File: config.mk
export PLATFORM = sky130hd
export DESIGN_NAME = uart_rx_monitor
export DESIGN_NICKNAME = d
export VERILOG_FILES = /design/src/rtl/uart_rx_monitor.sv
export SDC_FILE = /design/constraint.sdc
export NUM_CORES = 1
export LEC_CHECK = 0
export CORE_ASPECT_RATIO = 2
export CORE_MARGIN = 5
export CORE_UTILIZATION = 29
export DETAILED_ROUTE_END_ITERATION = 16
export HOLD_SLACK_MARGIN = 0.06
export RECOVER_POWER = 100
export SYNTH_ARGS = -nofsm -noshare
export SYNTH_HDL_FRONTEND = slang
export SYNTH_SLANG_ARGS = --single-unit
File: constraint.sdc
create_clock -name clk -period 3.8 [get_ports clk]
set_clock_uncertainty 0.1 [all_clocks]
set_input_delay 0.38 -clock clk [delete_from_list [all_inputs] [get_ports clk]]
set_output_delay 0.38 -clock clk [all_outputs]
set_load 0.02 [all_outputs]
File: src/rtl/uart_rx_monitor.sv
// 8N1 UART receiver with bit-centre sampling, a byte FIFO behind a registered
// valid/ready head, and framing-error, overflow and accepted-byte status.
module uart_rx_monitor #(
   parameter int CLK_FREQ_HZ = 50_000_000,
   parameter int BAUD        = 115200,
   parameter int FIFO_DEPTH  = 16
) (
   input  logic        clk,
   input  logic        rst,
   input  logic        i_rx,
   output logic [7:0]  o_data,
   output logic        o_valid,
   input  logic        i_ready,
   output logic        o_frame_err,
   output logic        o_overflow,
   output logic [31:0] o_byte_cnt,
   output logic [2:0]  o_dbg_state
);

   localparam int DIV  = (CLK_FREQ_HZ + BAUD / 2) / BAUD;
   localparam int HALF = DIV / 2;
   localparam int TW   = $clog2(DIV);
   localparam int AW   = $clog2(FIFO_DEPTH);
   localparam int CW   = AW + 1;

   if (DIV < 4) begin : g_div_check
      $error("uart_rx_monitor: clock/baud ratio must be at least 4");
   end
   if (FIFO_DEPTH < 2 || (FIFO_DEPTH & (FIFO_DEPTH - 1)) != 0) begin : g_depth_check
      $error("uart_rx_monitor: FIFO_DEPTH must be a power of two >= 2");
   end

   typedef enum logic [2:0] {
      S_IDLE  = 3'd0,
      S_START = 3'd1,
      S_DATA  = 3'd2,
      S_STOP  = 3'd3,
      S_BREAK = 3'd4
   } state_t;

   // Synchroniser and edge history reset high so a low line after reset
   // reads as a fresh falling edge.
   logic rx_meta;
   logic rx_s;
   logic rx_prev;

   always_ff @(posedge clk) begin
      if (rst) begin
         rx_meta <= 1'b1;
         rx_s    <= 1'b1;
         rx_prev <= 1'b1;
      end else begin
         rx_meta <= i_rx;
         rx_s    <= rx_meta;
         rx_prev <= rx_s;
      end
   end

   state_t        state;
   logic [TW-1:0] timer;
   logic [2:0]    bit_idx;
   logic [7:0]    shreg;
   logic          tick;
   logic          push;

   assign tick        = (timer == '0);
   assign push        = (state == S_STOP) && tick && rx_s;
   assign o_dbg_state = state;

   always_ff @(posedge clk) begin
      if (rst) begin
         state       <= S_IDLE;
         timer       <= '0;
         bit_idx     <= '0;
         shreg       <= '0;
         o_frame_err <= 1'b0;
      end else begin
         o_frame_err <= 1'b0;
         case (state)
            S_IDLE: begin
               if (!rx_s && rx_prev) begin
                  state <= S_START;
                  timer <= TW'(HALF - 1);
               end
            end
            S_START: begin
               if (tick) begin
                  timer   <= TW'(DIV - 1);
                  bit_idx <= '0;
                  state   <= rx_s ? S_IDLE : S_DATA;
               end else begin
                  timer <= timer - 1'b1;
               end
            end
            S_DATA: begin
               if (tick) begin
                  timer   <= TW'(DIV - 1);
                  shreg   <= {rx_s, shreg[7:1]};
                  bit_idx <= bit_idx + 1'b1;
                  if (bit_idx == 3'd7) state <= S_STOP;
               end else begin
                  timer <= timer - 1'b1;
               end
            end
            S_STOP: begin
               if (tick) begin
                  if (rx_s) begin
                     state <= S_IDLE;
                  end else begin
                     o_frame_err <= 1'b1;
                     state       <= S_BREAK;
                  end
               end else begin
                  timer <= timer - 1'b1;
               end
            end
            S_BREAK: begin
               if (rx_s) state <= S_IDLE;
            end
            default: state <= S_IDLE;
         endcase
      end
   end

   // Handshake: a byte transfers on every rising edge where o_valid && i_ready;
   // o_data is held while o_valid && !i_ready. The head register counts as one
   // of the FIFO_DEPTH entries.
   logic [7:0]    mem [FIFO_DEPTH];
   logic [AW-1:0] wr_ptr;
   logic [AW-1:0] rd_ptr;
   logic [AW-1:0] rd_ptr_n;
   logic [CW-1:0] count;
   logic [CW-1:0] remain;
   logic          pop;
   logic          full;
   logic          push_ok;

   assign pop      = o_valid && i_ready;
   assign full     = (count == CW'(FIFO_DEPTH));
   assign push_ok  = push && (!full || pop);
   assign rd_ptr_n = rd_ptr + AW'(pop);
   assign remain   = count - CW'(pop);

   always_ff @(posedge clk) begin
      if (push_ok) mem[wr_ptr] <= shreg;
   end

   always_ff @(posedge clk) begin
      if (rst) begin
         wr_ptr     <= '0;
         rd_ptr     <= '0;
         count      <= '0;
         o_valid    <= 1'b0;
         o_data     <= '0;
         o_overflow <= 1'b0;
         o_byte_cnt <= '0;
      end else begin
         if (push_ok) begin
            wr_ptr     <= wr_ptr + 1'b1;
            o_byte_cnt <= o_byte_cnt + 32'd1;
         end
         if (push && !push_ok) o_overflow <= 1'b1;
         rd_ptr  <= rd_ptr_n;
         count   <= count + CW'(push_ok) - CW'(pop);
         // Head only reloads from entries already stored before this edge.
         o_valid <= (remain != '0);
         if (remain != '0) o_data <= mem[rd_ptr_n];
      end
   end

endmodule

# After elaboration in Yosys (flattened, before gate mapping)
# Memories as Yosys holds them, arrays and structs flattened. A register that Yosys moved wholly into a read port is not among the register bits.
# Cells that the tools add are included.
[totals] output_inout_bits=46 wordCells=78 ff_bits=74 ram_bits=128 in_bits=4 latch_bits=0 mem_count=1 romBits=0
[classes] shifts=0 addsub=8 n_eq_ne=13 reduce_logical=21 order_cmp=0 multipliers=0 bitwise=2 div=0 muxes=19
[mem_list] memory="mem" words=16 width=8 read_ports=1 rd_ports_with_merged_regs=1 write_ports=1 line="128" rtl="logic [7:0] mem [FIFO_DEPTH];"
[ops] cell="$add 32x1->32 const B" count=1
[ops] cell="$mux 3" count=9
[ops] cell="$mux 9" count=3
[ops] cell="$pmux 9 s3" count=1
[ops] cell="$pmux 3 s5" count=1
[ops] cell="$ne 2x2->1 const B" count=7
[ops] cell="$sub 5x1->5" count=2
[ops] cell="$logic_not 9->1" count=1
[ops] cell="$sub 9x1->9 const B" count=1
[ops] cell="$eq 3x2->1 const B" count=2
[ops] cell="$eq 3x3->1 const B" count=2
[ops] cell="$logic_and 1x1->1" count=6
[ops] cell="$pmux 3 s2" count=1
[ops] cell="$reduce_and 3->1" count=2
[ops] cell="$reduce_and 6->1" count=1
[ops] cell="$add 5x1->5" count=1
[ops] cell="$eq 5x5->1 const B" count=1
[ops] cell="$reduce_bool 5->1" count=1
[ops] cell="$add 4x1->4" count=1
[ops] cell="$add 4x1->4 const B" count=1
[ops] cell="$add 3x1->3 const B" count=1
[ops] cell="$eq 3x1->1 const B" count=1
[ops] cell="$logic_not 1->1" count=3
[ops] cell="$logic_not 3->1" count=1
[ops] cell="other kinds (9)" count=12

# Longest topological paths before layout
# Gate-level depths: netlist of the first run.
[logic_depth] ltp_word=6 depth_mapped=17 depth_no_buf=14

# Worst setup path before layout of the first run
# OpenSTA, ideal clock, no wires.
[synth_path] kind="reg-to-reg" start="register timer[0]" end="register count[4]" period_less_slack_ns=3.682 path_slack_ns=0.118 stages_incl_launch_ff=18 required_ns=3.630 n_path_buf=3 t_arrival_ns=3.512 setup_ns=0.070 cell_sequence="dfxtp_1 inv_1 ha_1 or3b_2 clkbuf_1 nor3_4 and2_1 buf_2 clkbuf_1 inv_1 ha_1 inv_1 ha_1 fa_1 a21oi_1 nor2_1 or3_1 a21oi_1"
[synth_via] elab_chain_len=6
[synth_rtl] element="start, declared" line="60" rtl="logic [TW-1:0] timer;"
[synth_rtl] element="start signal, assigned" line="83" rtl="timer <= TW'(HALF - 1);"
[synth_rtl] element="start signal, assigned" line="88" rtl="timer <= TW'(DIV - 1);"
[synth_rtl] element="start signal, assigned" line="92" rtl="timer <= timer - 1'b1;"
[synth_rtl] element="$logic_not 9->1" line="66" rtl="assign tick = (timer == '0);"
[synth_rtl] element="$logic_and 1x1->1 (2 in a row)" line="67" rtl="assign push = (state == S_STOP) && tick && rx_s;"
[synth_rtl] element="$logic_and 1x1->1" line="140" rtl="assign push_ok = push && (!full || pop);"
[synth_rtl] element="$add 5x1->5" line="164" rtl="count <= count + CW'(push_ok) - CW'(pop);"
[synth_rtl] element="$sub 5x1->5" line="164"
[synth_rtl] element="end signal, assigned" line="164"
[synth_rtl] element="end, declared" line="132" rtl="logic [CW-1:0] count;"
# Every way passes these cells.
# A chain may end at the register's enable or synchronous reset.

# Final worst setup path of the first run
# Ends and elaborated chain as after synthesis.

==> results.rst, run 1 <==
.. list-table::
   :header-rows: 1

   * - Metric
     - Value
   * - Overall overflow remaining after global route
     - 0
   * - Number of buffers added by the clock tree synthesis step
     - 19
   * - Row cnt
     - 90
   * - Share of power burned in registers
     - 0.455
   * - Largest net degree at the start of global routing
     - 50
   * - Area of the multi-input gates
     - 0.00318 mm2
   * - Maximum single-stage delay on the critical path
     - 0.52 ns
   * - Maximum net fanout on the critical path
     - 7
   * - Die span in y
     - 258 um
   * - Share of the core filled with cells
     - 0.345
   * - Final hold violations
     - 0
   * - Combinational share of power
     - 0.192
   * - Type of destination of the critical path
     - flip-flop
   * - Total power after layout
     - 5550 uW
   * - Final critical path time including I/O delays and setup
     - 3.39 ns
   * - Setup repair after global routing missed its margin
     - false
   * - Core Box Area
     - 0.0303 mm2
   * - I/O pin count
     - 50
   * - Post-DRT Antenna Nets
     - 0
   * - TritonCTS clock tree
     - done
   * - Average via count per standard cell
     - 5.00
   * - Die X
     - 134 um
   * - Clock latency on the worst-skew pair
     - 0.50 ns
   * - Placed Area
     - 0.00988 mm2
   * - P_leak
     - 0.00365 uW
   * - Setup crit start kind
     - flip-flop
   * - Routability congestion estimate
     - 0.846
   * - Minimum setup slack in the final design
     - 0.413 ns
   * - Number of nets produced by synthesis
     - 679
   * - Fraction of registers with async set or reset after synthesis
     - 0
   * - Final antenna diode count
     - 0
   * - Vias
     - 5452
   * - Maximum clock frequency
     - 0.295 GHz
   * - Cell internal pwr
     - 4040 uW
   * - Count leader, synth
     - sky130_fd_sc_hd__edfxtp_1
   * - Ranking of synthesized cells by area
     - sky130_fd_sc_hd__edfxtp_1, sky130_fd_sc_hd__dfxtp_1, sky130_fd_sc_hd__mux4_2
   * - Reg-to-reg slack, setup
     - 0.41 ns
   * - TritonCTS sink count
     - 210
   * - Clock Path Buffers
     - 3
   * - Post-route cell area
     - 0.0104 mm2
   * - Floorplan die area
     - 0.0345 mm2
   * - Main flop type after synthesis
     - sky130_fd_sc_hd__edfxtp_1
   * - Number of global-route vias before repair
     - 5626
   * - Cells traversed along the worst timing path
     - inv_1 -> ha_1 -> or3b_2 -> nor3_1 -> and2_0 -> inv_1 -> ha_1 -> inv_1 -> ha_1 -> fa_1 -> a21oi_1 -> nor2_1 -> or3_1 -> a21oi_1
   * - Share of the synthesized area in the top cell type
     - 0.431
   * - Number of distinct library cells after synthesis
     - 55
   * - Bufs and invs on worst path
     - 3
   * - Synthesis Warnings
     - 0
   * - Count of input and output buffers
     - 49
   * - Switching power
     - 1500 uW
   * - Post-route DRC
     - 0
   * - #FFs+latches synth
     - 210
   * - Number of DRC violations after detailed-routing iteration 0
     - 346
   * - Worst supply voltage drop on vdd
     - 0.302 mV
   * - Minimum setup slack after placement
     - 0.522 ns
   * - Root buffer cell
     - sky130_fd_sc_hd__clkbuf_16
   * - Overall Global Routing Usage
     - 0.121
   * - Total detailed-routing wirelength
     - 20.6 mm
   * - Setup total negative slack
     - 0 ns
   * - Part of the Yosys area used for sequential elements
     - 0.616
   * - Power density normalized to cell area
     - 531 mW/mm2
   * - Post-Syn Area per Cell
     - 13.6 um2
   * - Nets@finish
     - 734
   * - Most area-hungry cell type in the Yosys netlist
     - sky130_fd_sc_hd__edfxtp_1
   * - Number of levels the H-tree was split into
     - 1
   * - Share of cells above drive strength 1
     - 0.123
   * - Routed wirelength normalized by instance count
     - 18.9 um
   * - Resized Gates After CTS
     - 0
   * - Slew at the pin with the worst max-slew slack
     - 1.35 ns
   * - Min-Delay Path Class
     - flip-flop to flip-flop
   * - Area added between synthesis and finish
     - 17.2%
   * - Share of the cycle needed by the critical path after routing
     - 0.891
   * - Max-Cap Viols
     - 0
   * - Switch share
     - 0.271
   * - Top delay family on crit path
     - simple AND/OR/NAND/NOR gates
   * - Setup-failing EPs final
     - 0
   * - Post-DP HPWL
     - 14.8 mm
   * - Fraction of power consumed by the clock network
     - 0.353
   * - Synthesized area
     - 0.00891 mm2
   * - Count of flip-flops with a built-in enable after synthesis
     - 128
   * - CTS Hold Bufs
     - 0
   * - Highest-delay cell along the critical path
     - sky130_fd_sc_hd__or3b_2
   * - CTS clk-pin slew, worst paths
     - 0.07 ns
   * - FILL cells
     - 2913
   * - Slew Viols, Final
     - 0
   * - Result of the run
     - finished, final reports clean
   * - Critical path type
     - flip-flop to flip-flop
   * - Global-route wire length before repair
     - 32.4 mm
   * - Register area
     - 0.00549 mm2
   * - Post-CTS setup-driven buffer insertion count
     - 0
   * - Worst relative slew slack
     - 0.102
   * - Post-Synthesis Cells
     - 655
   * - Most used standard cells in the synthesized netlist
     - sky130_fd_sc_hd__edfxtp_1, sky130_fd_sc_hd__dfxtp_1, sky130_fd_sc_hd__nor2_1
   * - Initial cell density of the core
     - 0.294
   * - Endpoint required time on the critical path
     - 4.11 ns
   * - Number of optimization iterations in the first detailed-route pass
     - 4
   * - Number of antenna violations at the first check in global routing
     - 0
   * - Data arrival time of the worst path
     - 3.70 ns
[cell families after synthesis]
group | share of synthesized area
compound gates | 0.0694
xor+xnor | 0.0187
fa+ha+maj | 0.0289
buf+inv | 0.0251
flops | 0.616
mux | 0.121
simple gates | 0.121
[final cells by class]
type	instances	share of cell area
clock buffer	21	0.0472
clock inverter	12	0.0138
inverter	24	0.00863
multi-input combinational	390	0.304
sequential	210	0.525
tap	368	0.0441
timing repair buffer	65	0.0567
[sequential cells by signal, summed over array words and instances, names as in the netlist, 4 cells and up]
register	cells
rd_ptr	4
o_byte_cnt	32
count	5
shreg	8
wr_ptr	4
o_data	8
mem	128
timer	9
[placed cells by master, fill, tap and decap left out, drive strengths merged, types with 3 or more instances in the layout]
cell	n
o31ai	16
a211oi	6
or2	4
o21ai	22
nand4	9
or4	19
clkbuf	29
mux2i	27
dlygate4sd3	46
o41ai	3
and2	4
nor2b	8
a22oi	3
nand2	19
xor2	12
buf	9
dfxtp	82
and3	20
clkinv	5
nand4b	9
edfxtp	128
mux2	8
xnor2	7
nor3	11
a21oi	40
nor2	46
ha	19
nand3	14
inv	26
clkinvlp	3
or3	9
mux4	32
[routing by layer]
layer	part of all wire	track usage	routed length, um
met5	0	0	0
met4	0.037	0.0541	765
met3	0.022	0.0132	447
met2	0.61	0.255	12500
met1	0.33	0.111	6890
[per-stage QoR]
stage | hold slack, ns | cells
5_1_grt | 0.323 | 1090
3_5_place_dp | 0.297 | 1057
4_1_cts | 0.243 | 1090
2_1_floorplan | 0.289 | 655
3_3_place_gp | 0.302 | 1057
6_report | 0.318 | 1090
[worst paths after layout]
path,start,to,depth (start not counted)
max,timer[0]$_SDFFE_PP0P_,count[4]$_SDFF_PP0_,14
min,rx_meta$_SDFF_PP1_,rx_s$_SDFF_PP1_,1
max reg2reg,timer[0]$_SDFFE_PP0P_,count[4]$_SDFF_PP0_,14
min reg2reg,rx_meta$_SDFF_PP1_,rx_s$_SDFF_PP1_,1
[power groups by stage]
stage               Combinational (uW)  Clock, uW  Sequential, uW
floorplan                          723          0            2610
global placement                  1140          0            2580
detailed placement                1150          0            2580
CTS                               1150       2020            2530
global route                      1180       2090            2530
finish                            1070       1960            2520
(Power assumes the default switching activity.)
==> run 2: changes to the inputs <==
Settings changed: MAX_ROUTING_LAYER set to met4.
==> results.rst, run 2 (synthesis results as in run 1) <==
.. list-table::
   :header-rows: 1

   * - Metric
     - Value
   * - Routability congestion estimate
     - 0.860 (+1.6%)
   * - Post-route cell area
     - 0.0104 mm2 (unchanged)
   * - TritonCTS sink count
     - 210 (unchanged)
   * - FILL cells
     - 2913 (unchanged)
   * - Post-CTS setup-driven buffer insertion count
     - 0 (unchanged)
   * - Post-DRT Antenna Nets
     - 0 (unchanged)
   * - CTS clk-pin slew, worst paths
     - 0.07 ns (about the same)
   * - Most flop-heavy register
     - mem
   * - Slew Viols, Final
     - 0 (unchanged)
   * - Setup repair after global routing missed its margin
     - false
   * - Vias
     - 5506 (+0.99%)
   * - Number of DRC violations after detailed-routing iteration 0
     - 378 (+9.2%)
   * - I/O pin count
     - 50 (unchanged)
   * - Largest net degree at the start of global routing
     - 50 (unchanged)
   * - Met2 wirelength from detailed routing
     - 12.6 mm (+0.54%)
   * - Result of the run
     - finished, final reports clean
   * - Overall overflow remaining after global route
     - 0 (unchanged)
   * - Die span in y
     - 258 um (unchanged)
   * - Commonest non-fill, non-tap cell in the layout
     - sky130_fd_sc_hd__edfxtp_1
   * - Placed Area
     - 0.00988 mm2 (unchanged)
   * - Row cnt
     - 90 (unchanged)
   * - Met3 wire len
     - 492 um (+10%)
   * - Critical path type
     - flip-flop to flip-flop
   * - Number of levels the H-tree was split into
     - 1 (unchanged)
   * - Maximum clock frequency
     - 0.295 GHz (about the same)
   * - CTS Hold Bufs
     - 0 (unchanged)
   * - Initial cell density of the core
     - 0.294 (unchanged)
   * - Global-route wire length before repair
     - 32.4 mm (+0.11%)
   * - Leading registers by flop count
     - mem: 128 flops, o_byte_cnt: 32 flops, timer: 9 flops
   * - Number of optimization iterations in the first detailed-route pass
     - 4 (unchanged)
   * - Worst supply voltage drop on vdd
     - 0.302 mV (about the same)
   * - Slew at the pin with the worst max-slew slack
     - 1.36 ns (+0.0173 ns)
   * - Bufs and invs on worst path
     - 3 (unchanged)
   * - Final critical path time including I/O delays and setup
     - 3.39 ns (-0.000828 ns)
   * - Endpoint required time on the critical path
     - 4.12 ns (about the same)
   * - Highest layer used for signal routing
     - met4
   * - Maximum net fanout on the critical path
     - 7 (unchanged)
   * - Minimum setup slack in the final design
     - 0.414 ns (+0.000828 ns)
   * - Clock Path Buffers
     - 3 (unchanged)
   * - Metal1 wirelength
     - 6.91 mm (+0.22%)
   * - Final antenna diode count
     - 0 (unchanged)
   * - Average via count per standard cell
     - 5.05 (+0.99%)
   * - Post-route DRC
     - 0 (unchanged)
   * - Count of input and output buffers
     - 49 (unchanged)
   * - Number of buffers added by the clock tree synthesis step
     - 19 (unchanged)
   * - Number of antenna violations at the first check in global routing
     - 0 (unchanged)
   * - Die X
     - 134 um (unchanged)
   * - Nets@finish
     - 734 (unchanged)
   * - Clock latency on the worst-skew pair
     - 0.50 ns (about the same)
   * - Total detailed-routing wirelength
     - 20.7 mm (+0.54%)
   * - Routed wirelength normalized by instance count
     - 19.0 um (+0.54%)
   * - Root buffer cell
     - sky130_fd_sc_hd__clkbuf_16
   * - Total power after layout
     - 5550 uW (about the same)
   * - Top delay family on crit path
     - simple AND/OR/NAND/NOR gates
   * - Power density normalized to cell area
     - 532 mW/mm2 (about the same)
   * - Highest-delay cell along the critical path
     - sky130_fd_sc_hd__or3b_2
   * - Data arrival time of the worst path
     - 3.70 ns (about the same)
   * - Share of the cycle needed by the critical path after routing
     - 0.891 (about the same)
   * - P_leak
     - 0.00365 uW (unchanged)
   * - Number of placed cells counting well taps
     - 1057 (unchanged)
   * - Floorplan die area
     - 0.0345 mm2 (unchanged)
   * - Cells traversed along the worst timing path
     - inv_1 -> ha_1 -> or3b_2 -> nor3_1 -> and2_0 -> inv_1 -> ha_1 -> inv_1 -> ha_1 -> fa_1 -> a21oi_1 -> nor2_1 -> or3_1 -> a21oi_1
   * - Setup crit start kind
     - flip-flop
   * - Share of cells above drive strength 1
     - 0.123 (unchanged)
   * - Post-DP HPWL
     - 14.8 mm (unchanged)
   * - Overall Global Routing Usage
     - 0.125 (+0.00358)
   * - Number of global-route vias before repair
     - 5636 (+0.18%)
   * - Post-Layout Cell Count
     - 1090 (unchanged)
   * - Max-Cap Viols
     - 0 (unchanged)
   * - Resized Gates After CTS
     - 0 (unchanged)
   * - Min-Delay Path Class
     - flip-flop to flip-flop
   * - Flip-flop count of the largest register, all copies and words added
     - 128 (unchanged)
   * - Most frequent cells in the layout
     - sky130_fd_sc_hd__edfxtp_1, sky130_fd_sc_hd__dfxtp_1, sky130_fd_sc_hd__nor2_1, sky130_fd_sc_hd__dlygate4sd3_1, sky130_fd_sc_hd__a21oi_1
   * - Type of destination of the critical path
     - flip-flop
   * - Maximum single-stage delay on the critical path
     - 0.52 ns (about the same)
   * - Worst relative slew slack
     - 0.0909 (-0.0115)
   * - Area added between synthesis and finish
     - 17.2% (unchanged)
   * - Setup-failing EPs final
     - 0 (unchanged)
   * - Setup total negative slack
     - 0 ns (unchanged)
   * - Core Box Area
     - 0.0303 mm2 (unchanged)
   * - Minimum setup slack after placement
     - 0.522 ns (unchanged)
   * - TritonCTS clock tree
     - done
   * - Final hold violations
     - 0 (unchanged)
[run 2: cell counts in the layout (fill, tap and decap cells not counted)]
Identical to the previous run, type by type.
[run 2: metal layers]
metal / vias up / track usage
met5: - / -
met4: 0 / 0.0541
met3: 28 / 0.0125
met2: 92 / 0.255
met1: 2772 / 0.112
li1: 2614 / -
[run 2: worst reg2reg max path, cell delays in order (launching register included)]
cell	delay [ns]
sky130_fd_sc_hd__dfxtp_1	0.32
sky130_fd_sc_hd__inv_1	0.09
sky130_fd_sc_hd__ha_1	0.18
sky130_fd_sc_hd__or3b_2	0.52
sky130_fd_sc_hd__nor3_1	0.21
sky130_fd_sc_hd__and2_0	0.18
sky130_fd_sc_hd__inv_1	0.05
sky130_fd_sc_hd__ha_1	0.27
sky130_fd_sc_hd__inv_1	0.04
sky130_fd_sc_hd__ha_1	0.19
sky130_fd_sc_hd__fa_1	0.41
sky130_fd_sc_hd__a21oi_1	0.18
sky130_fd_sc_hd__nor2_1	0.07
sky130_fd_sc_hd__or3_1	0.34
sky130_fd_sc_hd__a21oi_1	0.14
[run 2: final cells by class]
type / count / area (um2) / share of cell area
Sequential cell: 210 / 5490 / 0.525
Multi-Input combinational cell: 390 / 3180 / 0.304
Timing Repair Buffer: 65 / 592 / 0.0567
Clock buffer: 21 / 493 / 0.0472
Tap cell: 368 / 460 / 0.0441
Clock inverter: 12 / 144 / 0.0138
Inverter: 24 / 90.1 / 0.00863
[run 2: power breakdown]
group	switching, uW	internal (uW)
sequential	58.9	2460
clock	871	1100
combinational	579	486
[run 2: final timing paths]
| check | start | to | slack [ns] | cells past startpoint |
|---|---|---|---|---|
| worst min-delay path | rx_meta$_SDFF_PP1_ | rx_s$_SDFF_PP1_ | 0.32 | 1 |
| worst max register to register | timer[0]$_SDFFE_PP0P_ | count[4]$_SDFF_PP0_ | 0.41 | 14 |
| worst min register to register | rx_meta$_SDFF_PP1_ | rx_s$_SDFF_PP1_ | 0.32 | 1 |
| worst max-delay path | timer[0]$_SDFFE_PP0P_ | count[4]$_SDFF_PP0_ | 0.41 | 14 |
[run 2: metrics by stage]
stage	util	hold slack (ns)
final	0.345	0.316
after global routing	0.345	0.323
after CTS	0.347	0.243
after detailed placement	0.326	0.297
after global placement	0.326	0.302
after floorplan	-	0.289
==> run 3: changes to the inputs <==
Settings changed: CELL_PAD_IN_SITES_DETAIL_PLACEMENT set to 2, CELL_PAD_IN_SITES_GLOBAL_PLACEMENT set to 2, CORE_MARGIN 5 to 1, PLACE_DENSITY_LB_ADDON set to 0.1.
==> results.rst, run 3 (synthesis results as in run 1) <==
.. list-table::
   :header-rows: 1

   * - Metric
     - Value
   * - Critical path type
     - flip-flop to flip-flop
   * - Row cnt
     - 90 (unchanged)
   * - Number of buffers added by the clock tree synthesis step
     - 21 (+2)
   * - Worst relative slew slack
     - -0.108 (-0.199)
   * - Switch share
     - 0.272 (about the same)
   * - Post-DRT Antenna Nets
     - 0 (unchanged)
   * - Count of input and output buffers
     - 49 (unchanged)
   * - Clock latency on the worst-skew pair
     - 0.51 ns (about the same)
   * - Slew Viols, Final
     - 37 (+37)
   * - Endpoint required time on the critical path
     - 4.11 ns (about the same)
   * - Average via count per standard cell
     - 5.15 (+2.0%)
   * - Nets@finish
     - 742 (+1.1%)
   * - Number of optimization iterations in the first detailed-route pass
     - 4 (unchanged)
   * - Vias
     - 5657 (+2.7%)
   * - Most flop-heavy register
     - mem
   * - TritonCTS sink count
     - 210 (unchanged)
   * - Commonest non-fill, non-tap cell in the layout
     - sky130_fd_sc_hd__edfxtp_1
   * - Max-Cap Viols
     - 1 (+1)
   * - Switching power
     - 1600 uW (+6.2%)
   * - Min-Delay Path Class
     - flip-flop to flip-flop
   * - Global-route wire length before repair
     - 39.4 mm (+22%)
   * - Post-CTS setup-driven buffer insertion count
     - 0 (unchanged)
   * - Fraction of power consumed by the clock network
     - 0.365 (+0.011)
   * - Number of antenna violations at the first check in global routing
     - 0 (unchanged)
   * - Type of destination of the critical path
     - flip-flop
   * - Setup-failing EPs final
     - 0 (unchanged)
   * - Resized Gates After CTS
     - 0 (unchanged)
   * - CTS Hold Bufs
     - 0 (unchanged)
   * - Die X
     - 126 um (-6.0%)
   * - Combinational share of power
     - 0.206 (+0.014)
   * - Die span in y
     - 250 um (-3.1%)
   * - Slew at the pin with the worst max-slew slack
     - 1.66 ns (+0.299 ns)
   * - Share of cells above drive strength 1
     - 0.125 (+0.00139)
   * - Routability congestion estimate
     - 0.757 (-12%)
   * - Initial cell density of the core
     - 0.295 (+0.00110)
   * - Top delay family on crit path
     - adder cells
   * - Total detailed-routing wirelength
     - 25.6 mm (+24%)
   * - Result of the run
     - finished, violations left
   * - Post-route DRC
     - 0 (unchanged)
   * - Power density normalized to cell area
     - 558 mW/mm2 (+5.0%)
   * - Number of global-route vias before repair
     - 6494 (+15%)
   * - Failing checks
     - capacitance limit, slew limit
   * - Maximum net fanout on the critical path
     - 4 (-3)
   * - TritonCTS clock tree
     - done
   * - Core Box Area
     - 0.0302 mm2 (-0.37%)
   * - Most frequent cells in the layout
     - sky130_fd_sc_hd__edfxtp_1, sky130_fd_sc_hd__dfxtp_1, sky130_fd_sc_hd__nor2_1, sky130_fd_sc_hd__dlygate4sd3_1, sky130_fd_sc_hd__a21oi_1
   * - Bufs and invs on worst path
     - 3 (unchanged)
   * - Met1 usage in global routing
     - 0.160 (+0.0478)
   * - Largest net degree at the start of global routing
     - 46 (-8.0%)
   * - Number of DRC violations after detailed-routing iteration 0
     - 214 (-43%)
   * - Cell internal pwr
     - 4290 uW (+6.2%)
   * - Setup total negative slack
     - 0 ns (unchanged)
   * - Post-Layout Cell Count
     - 1098 (+0.73%)
   * - Setup crit start kind
     - flip-flop
   * - Final critical path time including I/O delays and setup
     - 3.54 ns (+0.153 ns)
   * - Area added between synthesis and finish
     - 18.6%
   * - Final hold violations
     - 0 (unchanged)
   * - Data arrival time of the worst path
     - 3.85 ns (+0.15 ns)
   * - CTS clk-pin slew, worst paths
     - 0.07 ns (about the same)
   * - Worst supply voltage drop on vdd
     - 0.325 mV (+7.5%)
   * - Layer with the highest usage after global routing
     - met2
   * - GR Layer Usage met2
     - 0.352 (+0.0977)
   * - Routed wirelength normalized by instance count
     - 23.3 um (+23%)
   * - I/O pin count
     - 50 (unchanged)
   * - Leading registers by flop count
     - mem: 128 flops, o_byte_cnt: 32 flops, timer: 9 flops
   * - Root buffer cell
     - sky130_fd_sc_hd__clkbuf_16
   * - Share of the cycle needed by the critical path after routing
     - 0.932 (+0.0404)
   * - Number of levels the H-tree was split into
     - 1 (unchanged)
   * - Overall Global Routing Usage
     - 0.173 (+0.0483)
   * - Overall overflow remaining after global route
     - 0 (unchanged)
   * - Number of placed cells counting well taps
     - 1063 (+0.57%)
   * - Share of power burned in registers
     - 0.430 (-0.024)
   * - Cells traversed along the worst timing path
     - inv_1 -> ha_1 -> and4bb_1 -> a211oi_2 -> and2_1 -> inv_1 -> ha_1 -> inv_1 -> ha_1 -> fa_1 -> a21oi_1 -> nor2_1 -> or3_1 -> a21oi_1
   * - P_leak
     - 0.00371 uW (+1.7%)
   * - Floorplan die area
     - 0.0315 mm2 (-8.9%)
   * - Highest-delay cell along the critical path
     - sky130_fd_sc_hd__dfxtp_1
   * - Flip-flop count of the largest register, all copies and words added
     - 128 (unchanged)
   * - Clock Path Buffers
     - 3 (unchanged)
   * - Maximum single-stage delay on the critical path
     - 0.43 ns (-0.09 ns)
   * - Post-DP HPWL
     - 18.6 mm (+26%)
   * - Setup repair after global routing missed its margin
     - false
   * - Routing usage on met3
     - 0.0161 (+0.00361)
   * - Maximum clock frequency
     - 0.283 GHz (-4.3%)
   * - Final antenna diode count
     - 0 (unchanged)
==> run 3: path summary, 6_finish.rpt <==
| check | startpoint | slack (ns) | cells past startpoint | end |
|---|---|---|---|---|
| worst min-delay path | rx_meta$_SDFF_PP1_ | 0.31 | 1 | rx_s$_SDFF_PP1_ |
| worst max register to register | count[3]$_SDFF_PP0_ | 0.26 | 14 | count[4]$_SDFF_PP0_ |
| worst max-delay path | count[3]$_SDFF_PP0_ | 0.26 | 14 | count[4]$_SDFF_PP0_ |
| worst min register to register | rx_meta$_SDFF_PP1_ | 0.31 | 1 | rx_s$_SDFF_PP1_ |
==> run 3: worst reg2reg max path, cell delays in order, from the launching register on <==
cell                       delay, ns
sky130_fd_sc_hd__dfxtp_1        0.43
sky130_fd_sc_hd__inv_1          0.11
sky130_fd_sc_hd__ha_1           0.21
sky130_fd_sc_hd__and4bb_1       0.28
sky130_fd_sc_hd__a211oi_2       0.35
sky130_fd_sc_hd__and2_1         0.20
sky130_fd_sc_hd__inv_1          0.05
sky130_fd_sc_hd__ha_1           0.28
sky130_fd_sc_hd__inv_1          0.04
sky130_fd_sc_hd__ha_1           0.19
sky130_fd_sc_hd__fa_1           0.42
sky130_fd_sc_hd__a21oi_1        0.18
sky130_fd_sc_hd__nor2_1         0.08
sky130_fd_sc_hd__or3_1          0.36
sky130_fd_sc_hd__a21oi_1        0.17
==> run 3: routing by layer <==
metal  routed length, um  part of all wire  up-vias
met5                   0                 0        -
met4                 806             0.031        0
met3                 537             0.021       36
met2               15600              0.61       69
met1                8690              0.34     2928
li1                    -                 -     2624
==> run 3: cell type report <==
| cell class | count | area [um2] |
|---|---|---|
| Clock buffer | 26 | 544 |
| Clock inverter | 9 | 141 |
| Fill cell | 3179 | 19600 |
| Inverter | 24 | 90.1 |
| Multi-Input combinational cell | 390 | 3180 |
| Sequential cell | 210 | 5490 |
| Tap cell | 368 | 460 |
| Timing Repair Buffer | 71 | 661 |
==> run 3: through the flow <==
step,hold WS [ns],setup WS (ns),instance area [um2],utilization,power (uW)
6_report,0.313,0.260,10600,0.350,5900
5_1_grt,0.337,0.0737,10600,0.350,6160
4_1_cts,0.311,0.247,10600,0.352,6060
3_5_place_dp,0.298,0.266,9930,0.329,3870
3_3_place_gp,0.291,0.366,9930,0.329,3840
2_1_floorplan,0.289,0.118,8910,-,3330
==> run 3: power groups by stage <==
stage / registers, uW / clock network [uW] / logic (uW)
after floorplan: 2610 / 0 / 723
after global placement: 2590 / 0 / 1250
after detailed placement: 2590 / 0 / 1280
after CTS: 2540 / 2220 / 1290
after global routing: 2550 / 2290 / 1320
final: 2530 / 2150 / 1210
